$ cat src/rtl/sfft_pkg.sv
// Shared types and constants for the sFFT frame sequencer.
// Latency: n/a (declarations only).
// Backpressure: n/a.
package sfft_pkg;

    typedef enum logic [1:0] {
        ST_IDLE  = 2'd0,
        ST_FILL  = 2'd1,
        ST_DRAIN = 2'd2,
        ST_FLUSH = 2'd3
    } sfft_state_t;

    localparam int FRAME_CNT_W = 16;

    // Number of FFT points for a given log2 buffer size.
    function automatic int nfft(input int size_buffer);
        return 1 << size_buffer;
    endfunction

endpackage

$ cat src/rtl/sfft_drain_watchdog.sv
// Counts DRAIN cycles and flags a drain that never completes.
// Latency: timeout is combinational on the cycle the count reaches TIMEOUT-1.
// Backpressure: none; count saturates at TIMEOUT-1 until cleared.
module sfft_drain_watchdog #(
    parameter int TIMEOUT = 64
) (
    input  logic clk,
    input  logic reset,
    input  logic clear,
    input  logic enable,
    output logic timeout
);

    localparam int CW = $clog2(TIMEOUT + 1);
    localparam logic [CW-1:0] LAST = CW'(TIMEOUT - 1);

    logic [CW-1:0] count;

    // Cycle counter: cleared outside DRAIN, holds at the terminal value.
    always_ff @(posedge clk or posedge reset) begin
        if (reset) begin
            count <= '0;
        end else if (clear) begin
            count <= '0;
        end else if (enable && count != LAST) begin
            count <= count + 1'b1;
        end
    end

    assign timeout = enable && (count == LAST);

endmodule

$ cat src/rtl/sfft_frame_sequencer.sv
// Sequences one FFT frame at a time into the sFFT interconnect (fill, drain odd half, flush).
// Latency: data/valid/index are combinational pass-through; frame_done is one clock after completion.
// Backpressure: s_ready follows fft_ready in FILL only; upstream is held off in IDLE, DRAIN and FLUSH.
module sfft_frame_sequencer
    import sfft_pkg::*;
#(
    parameter int SIZE_BUFFER   = 3,
    parameter int DATA_FFT_SIZE = 16,
    parameter int DRAIN_TIMEOUT = 64
) (
    input  logic                     clk,
    input  logic                     reset,
    input  logic                     enable,
    input  logic                     abort,
    input  logic [DATA_FFT_SIZE-1:0] s_data_i,
    input  logic [DATA_FFT_SIZE-1:0] s_data_q,
    input  logic                     s_valid,
    output logic                     s_ready,
    input  logic                     fft_ready,
    output logic [DATA_FFT_SIZE-1:0] ic_data_i,
    output logic [DATA_FFT_SIZE-1:0] ic_data_q,
    output logic                     ic_valid,
    output logic [SIZE_BUFFER:0]     ic_counter_data,
    output logic                     ic_fft_wayt_data,
    input  logic                     ic_second_done_n,
    output logic                     ic_reset,
    output logic                     frame_start,
    output logic                     frame_done,
    output logic [FRAME_CNT_W-1:0]   frame_count,
    output logic                     drain_error,
    output logic                     busy
);

    localparam int NFFT = nfft(SIZE_BUFFER);
    localparam logic [SIZE_BUFFER:0] LAST_IDX = (SIZE_BUFFER + 1)'(NFFT - 1);

    sfft_state_t          state;
    sfft_state_t          state_nxt;
    logic [SIZE_BUFFER:0] index;
    logic                 in_fill;
    logic                 in_drain;
    logic                 transfer;
    logic                 drain_done;
    logic                 frame_complete;
    logic                 drain_timeout;

    assign in_fill        = (state == ST_FILL);
    assign in_drain       = (state == ST_DRAIN);
    assign s_ready        = in_fill & fft_ready;
    assign transfer       = s_valid & s_ready;
    assign ic_valid       = transfer;
    assign ic_data_i      = in_fill ? s_data_i : '0;
    assign ic_data_q      = in_fill ? s_data_q : '0;
    assign ic_counter_data = index;
    assign ic_fft_wayt_data = in_drain & fft_ready;
    assign frame_start    = transfer & (index == '0);
    assign busy           = (state != ST_IDLE);

    // A completion seen together with abort is discarded.
    assign drain_done     = in_drain & ~ic_second_done_n;
    assign frame_complete = drain_done & ~abort;

    sfft_drain_watchdog #(
        .TIMEOUT (DRAIN_TIMEOUT)
    ) u_watchdog (
        .clk     (clk),
        .reset   (reset),
        .clear   (~in_drain),
        .enable  (in_drain),
        .timeout (drain_timeout)
    );

    // Next-state decode: abort beats completion, completion beats timeout.
    always_comb begin
        state_nxt = state;
        case (state)
            ST_IDLE: begin
                if (enable && !ic_reset) state_nxt = ST_FILL;
            end
            ST_FILL: begin
                if (abort)                               state_nxt = ST_FLUSH;
                else if (transfer && index == LAST_IDX)  state_nxt = ST_DRAIN;
            end
            ST_DRAIN: begin
                if (abort)              state_nxt = ST_FLUSH;
                else if (drain_done)    state_nxt = enable ? ST_FILL : ST_IDLE;
                else if (drain_timeout) state_nxt = ST_FLUSH;
            end
            ST_FLUSH: state_nxt = ST_IDLE;
            default:  state_nxt = ST_IDLE;
        endcase
    end

    // State, interconnect reset (high exactly while in FLUSH) and sample index.
    always_ff @(posedge clk or posedge reset) begin
        if (reset) begin
            state    <= ST_IDLE;
            ic_reset <= 1'b1;
            index    <= '0;
        end else begin
            state    <= state_nxt;
            ic_reset <= (state_nxt == ST_FLUSH);
            if (state == ST_FLUSH) begin
                index <= '0;
            end else if (transfer) begin
                index <= (index == LAST_IDX) ? '0 : index + 1'b1;
            end
        end
    end

    // Frame completion pulse, completed-frame counter and sticky drain error.
    always_ff @(posedge clk or posedge reset) begin
        if (reset) begin
            frame_done  <= 1'b0;
            frame_count <= '0;
            drain_error <= 1'b0;
        end else begin
            frame_done  <= frame_complete;
            frame_count <= frame_count + FRAME_CNT_W'(frame_complete);
            if (abort) begin
                drain_error <= 1'b0;
            end else if (drain_timeout && !drain_done) begin
                drain_error <= 1'b1;
            end
        end
    end

endmodule

$ cat config.mk
export PLATFORM = sky130hd
export DESIGN_NAME = sfft_frame_sequencer
export DESIGN_NICKNAME = d
export VERILOG_FILES = /design/src/rtl/sfft_pkg.sv /design/src/rtl/sfft_drain_watchdog.sv /design/src/rtl/sfft_frame_sequencer.sv
export SDC_FILE = /design/constraint.sdc
export NUM_CORES = 1
export LEC_CHECK = 0
export CAP_MARGIN = 40
export CORE_MARGIN = 2
export CORE_UTILIZATION = 40
export CTS_BUF_LIST = sky130_fd_sc_hd__clkbuf_8
export DETAILED_ROUTE_END_ITERATION = 10
export PLACE_DENSITY = 0.85
export SYNTH_ARGS = -nofsm -noshare
export SYNTH_HDL_FRONTEND = slang
export SYNTH_HIERARCHICAL = 1
export SYNTH_SLANG_ARGS = --single-unit
$ cat constraint.sdc
create_clock -name clk -period 3 [get_ports clk]
set_clock_uncertainty 0.15 [all_clocks]
set_input_delay 0.3 -clock clk [delete_from_list [all_inputs] [get_ports clk]]
set_output_delay 0.3 -clock clk [all_outputs]
set_load 0.03 [all_outputs]
### After elaboration in Yosys (flattened, before gate mapping)

Cells that the tools add are included.

| word-level totals | value |
|---|---|
| word-level logic and storage cells | 55 |
| output and inout port bits | 60 |
| RAM bits | 0 |
| input bits | 39 |
| bits in read-only memories | 0 |
| register bits | 32 |
| bits in latches | 0 |
| memories kept | 0 |

| operators by class | value |
|---|---|
| divide/modulo/power cells | 0 |
| bitwise logic cells | 8 |
| reductions and logical operators | 12 |
| equal/unequal tests | 8 |
| multipliers | 0 |
| magnitude comparators | 0 |
| muxes and demuxes | 17 |
| $add $sub $neg | 3 |
| shifts and indexed selects | 0 |

Operators with widths:

| operator | count |
|---|---|
| $mux W16 | 2 |
| $add A16 B1 Y16 | 1 |
| $mux W7 | 2 |
| $mux W2 | 6 |
| $mux W4 | 3 |
| $pmux W2 S4 | 1 |
| $add A7 B1 Y7 const B | 1 |
| $eq A7 B6 Y1 const B | 1 |
| $ne A7 B6 Y1 const B | 1 |
| $and A1 B1 Y1 | 6 |
| $eq A2 B2 Y1 const B | 3 |
| $reduce_bool A2 Y1 | 3 |
| $logic_and A1 B1 Y1 | 5 |
| $add A4 B1 Y4 const B | 1 |
| $eq A4 B3 Y1 const B | 1 |
| $logic_not A4 Y1 | 1 |
| $mux W1 | 3 |
| $eq A2 B1 Y1 const B | 1 |
| $logic_not A1 Y1 | 2 |
| $logic_not A2 Y1 | 1 |
| $ne A2 B1 Y1 const B | 1 |
| $not A1 Y1 | 2 |

### Logic depth before layout (Yosys ltp)

| depth | value |
|---|---|
| depth after elaboration | 8 |
| mapped depth | 10 |
| gate-level depth less buffers | 9 |

### By module

Netlist, hierarchy kept.

Modules (own cells, without submodules):

| module | instances | cells an instance | sequential area each (sq um) | area each (sq um) |
|---|---|---|---|---|
| sfft_frame_sequencer | 1 | 143 | 626.9 | 1385.1 |
| sfft_drain_watchdog | 1 | 39 | 175.2 | 407.9 |

### Worst setup path before layout

No wires, ideal clock.

| timing | value |
|---|---|
| kind | register to register |
| start | reg state[0] |
| end | reg frame_count[14] |
| period minus slack after synthesis | 2322 ps |
| stages on the path, launching flop included | 11 |
| data arrival time | 2092 ps |
| path buffers | 1 |
| library setup time | 80 ps |
| required time | 2770 ps |
| path slack | 678 ps |
| path through | dfrtp_1 buf_4 nor2b_1 nand2b_1 nor2_1 ha_1 ha_1 nand2_1 nor3_1 and3_1 xor2_1 |

| between the ends | value |
|---|---|
| longest elaborated chain between the ends | 4 |

RTL lines:

| element | RTL line | source |
|---|---|---|
| from (decl) | sfft_frame_sequencer.sv:37 | `sfft_state_t state;` |
| from (signal assigned) | sfft_frame_sequencer.sv:101 | `state <= state_nxt;` |
| $eq A2 B2 Y1 | sfft_frame_sequencer.sv:48 | `assign in_drain = (state == ST_DRAIN);` |
| via in_drain | sfft_frame_sequencer.sv:41 | `logic in_drain;` |
| $and A1 B1 Y1 | sfft_frame_sequencer.sv:60 | `assign drain_done = in_drain & ~ic_second_done_n;` |
| $and A1 B1 Y1 | sfft_frame_sequencer.sv:61 | `assign frame_complete = drain_done & ~abort;` |
| via frame_complete | sfft_frame_sequencer.sv:44 | `logic frame_complete;` |
| $add A16 B1 Y16 | sfft_frame_sequencer.sv:119 | `frame_count <= frame_count + FRAME_CNT_W'(frame_complete);` |
| to (signal assigned) | sfft_frame_sequencer.sv:119 |  |
| to (decl) | sfft_frame_sequencer.sv:29 | `output logic [FRAME_CNT_W-1:0] frame_count,` |

The timed path passes the listed nets, and every way through them passes these cells.
A chain may end at the register's enable or synchronous reset.

### Final worst setup path

| timing | value |
|---|---|
| start | reg state[0] |
| end | out ic_data_q[4] |

| between the ends | value |
|---|---|
| longest elaborated chain between the ends | 2 |

RTL lines:

| element | RTL line | source |
|---|---|---|
| $eq A2 B1 Y1 | sfft_frame_sequencer.sv:47 | `assign in_fill = (state == ST_FILL);` |
| $mux W16 | sfft_frame_sequencer.sv:53 | `assign ic_data_q = in_fill ? s_data_q : '0;` |
| to (decl) | sfft_frame_sequencer.sv:21 | `output logic [DATA_FFT_SIZE-1:0] ic_data_q,` |

No other way between the ends.

==> results.toml <==
[critical_path]
crit_slowest_cell = "clkdlybuf4s50_1"
worst_setup_path_start_kind = "flip-flop"
endpoint_kind = "primary output"
crit_type = "flip-flop to primary output"
path_cells = "nor2b_1 > buf_4 > and2_1 > clkdlybuf4s50_1"
cp_max_fo = 24
max_stage_delay_ns = 0.67
required_ns = 2.55
arrival_ns = 2.11

[clock_tree]
root_buffer = "clkbuf_8"
cts_resized = 0
clk_pin_slew_ns = 0.07
ctsHtreeMaxLevel = 2
post_cts_buffers = 0
holdBufCountCts = 0
cts_num_sinks = 32
numCtsBuffers = 5
clock_path_buffers = 2
cts_tree = "built"
insertion_delay_ns = 0.28

[power_and_ir_drop]
sequentialPowerShare_pct = 26.6
pwr-share-clk_pct = 18.9
leakage_nw = 1.32
swShare_pct = 42.4
p_int_mw = 1.22
switching_power_mw = 0.897
pwr_density_cell_nw_per_um2 = 732
ir_drop_mv = 0.542
p_comb_share_pct = 54.5

[sta]
drv_slew = 0
setup_viol_count_final = 0
setup_tns_ns = 0
max_freq_mhz = 390
hold_slack_ns = 0.142
period_needed_ns = 2.56
worst_pin_slew_ns = 0.460
slew_headroom_pct = 69.3
fin_crit_sh_pct = 85.4
rsz0062_at_grt = "false"
hold_violations = 0

[synth]
synth_nets = 226
synth_seq_cells = 32
synth_area_um2 = 1790
ys_warn_count = 6
syn_inst = 182
synth_cell_types = 42
seq_area_frac_synth_pct = 44.7
synth_area_per_cell_um2 = 9.85
synth-edff-count = 0
synth_flop_cell = "dfrtp_1"
async_flop_share_pct = 100

[detailed_routing]
antenna_left = 0
drt_pass1_iterations = 4
viasPerCell = 4.96
routed-via-count = 1677
drt_iter0_markers = 60
wl_per_cell_um = 13.9
route.detailed.drc = 0
routed_wirelength_um = 4690

[final_layout]
final_cell_mix = "75 x clkdlybuf4s50_1, 35 x and2_1, 31 x dfrtp_1"
area_delta_synth_final_pct = 61.3
final_core_util_pct = 66.9
insertedDiodeCount = 0
drive_above_1_share_pct = 16.1
nets = 329
final_common_cell = "clkdlybuf4s50_1"
final_cells = 338

[worst_hold_path]
hold_class = "primary input to asynchronous set/reset pin"

[status]
outcome = "complete, no violations"

[floorplanning]
num_io_pins = 99
die_x_um = 71.0
coreArea_um2 = 4320
die_y_um = 71.0
start_util_pct = 41.5
core.rowCount = 24
die-area_um2 = 5030

[global_routing]
grt.total_usage_pct = 19.8
overflow = 0
grt_pass1_wl_um = 7800
grt_pass1_vias = 1726
grt_max_degree = 25
antenna_found_initial = 0

[place]
dp_hpwl_um = 3770
dp.cells = 330
port_buffers = 98
place.gp.congestion = 0.792

[job]
maxCapViolCount = 0
## registers in the layout, indices dropped and copies added, names as in the netlist
| register | count |
|---|---|
| frame_count | 16 |
| state | 2 |
| ic_reset | 1 |
| ic_counter_data | 4 |
| frame_done | 1 |
| u_watchdog/count | 7 |
| drain_error | 1 |
## routing by layer
layer / up-vias / track usage [%] / wire [um]
li1: 811 / - / -
met1: 769 / 22.4 / 1820
met2: 86 / 32.6 / 2270
met3: 11 / 7.69 / 447
met4: 0 / 9.64 / 144
met5: - / 0 / 0
## final timing paths
check                      depth (start not counted)       startpoint                  end  slack (ns)
max                                                4         state[0]         ic_data_q[4]        0.44
min                                                2            reset  u_watchdog/count[2]        0.14
max reg2reg                                        9         state[1]      frame_count[14]        0.69
min reg2reg                                        1  frame_count[15]      frame_count[15]        0.34
max in group asynchronous                          3            reset             ic_reset        1.95
min in group clk                                   1  frame_count[15]      frame_count[15]        0.34
## layout make-up
cell class / count / area [um2]
Fill cell: 360 / 1430
Timing Repair Buffer: 102 / 961
Multi-Input combinational cell: 134 / 920
Sequential cell: 32 / 802
Clock buffer: 5 / 68.8
Tap cell: 52 / 65.1
Clock inverter: 3 / 38.8
Inverter: 10 / 37.5
## per-stage QoR
| stage | cell area [um2] | total power, mW | setup WS, ns |
|---|---|---|---|
| global placement | 2770 | 1.71 | 0.598 |
| finish | 2890 | 2.12 | 0.437 |
| floorplan | 1790 | 1.27 | 0.678 |
| CTS | 2890 | 2.14 | 0.436 |
| detailed placement | 2790 | 1.73 | 0.497 |
| global route | 2890 | 2.23 | 0.332 |
## cell usage after synthesis, types with 2 or more instances
| library cell | count | area share [%] |
|---|---|---|
| inv_1 | 10 | 2.1 |
| a21oi_1 | 8 | 2.2 |
| o21ai_0 | 3 | 0.84 |
| nand3_1 | 7 | 2.0 |
| nor2b_1 | 4 | 1.4 |
| nor2_1 | 8 | 1.7 |
| and2_1 | 35 | 12 |
| dfrtp_1 | 31 | 43 |
| ha_1 | 5 | 3.5 |
| clkbuf_1 | 3 | 0.63 |
| mux2_4 | 2 | 1.7 |
| nand4_1 | 3 | 1.0 |
| and3_1 | 3 | 1.0 |
| a22oi_1 | 2 | 0.84 |
| nand2b_1 | 3 | 1.0 |
| a211oi_1 | 3 | 1.3 |
| xnor2_1 | 8 | 3.9 |
| nand2_1 | 11 | 2.3 |
| nor3_1 | 4 | 1.1 |
| xor2_1 | 7 | 3.4 |
## power by group through the flow
stage / registers (mW) / logic [mW] / clock network (mW)
2_1_floorplan: 0.602 / 0.664 / 0
3_3_place_gp: 0.571 / 1.14 / 0
3_5_place_dp: 0.569 / 1.16 / 0
4_1_cts: 0.562 / 1.16 / 0.411
5_1_grt: 0.572 / 1.23 / 0.429
6_report: 0.564 / 1.15 / 0.401
## worst max-delay path, delay by kind of cell (launching register included)
family	cells	cell delay, ns
buf+inv	2	0.91
flops	1	0.54
simple gates	2	0.38
## cells by family (layout without fill, tap and decap cells)
kind of cell    Yosys count  count (layout)  share of synthesized area, %
simple gates             87              87                          29.0
compound gates           24              24                          9.21
mux                       3               3                          2.23
xor+xnor                 15              15                          7.33
flops                    32              32                          44.7
buf+inv                  16             120                          3.98
fa+ha+maj                 5               5                          3.49
Power figures use the tool's default switching activity.
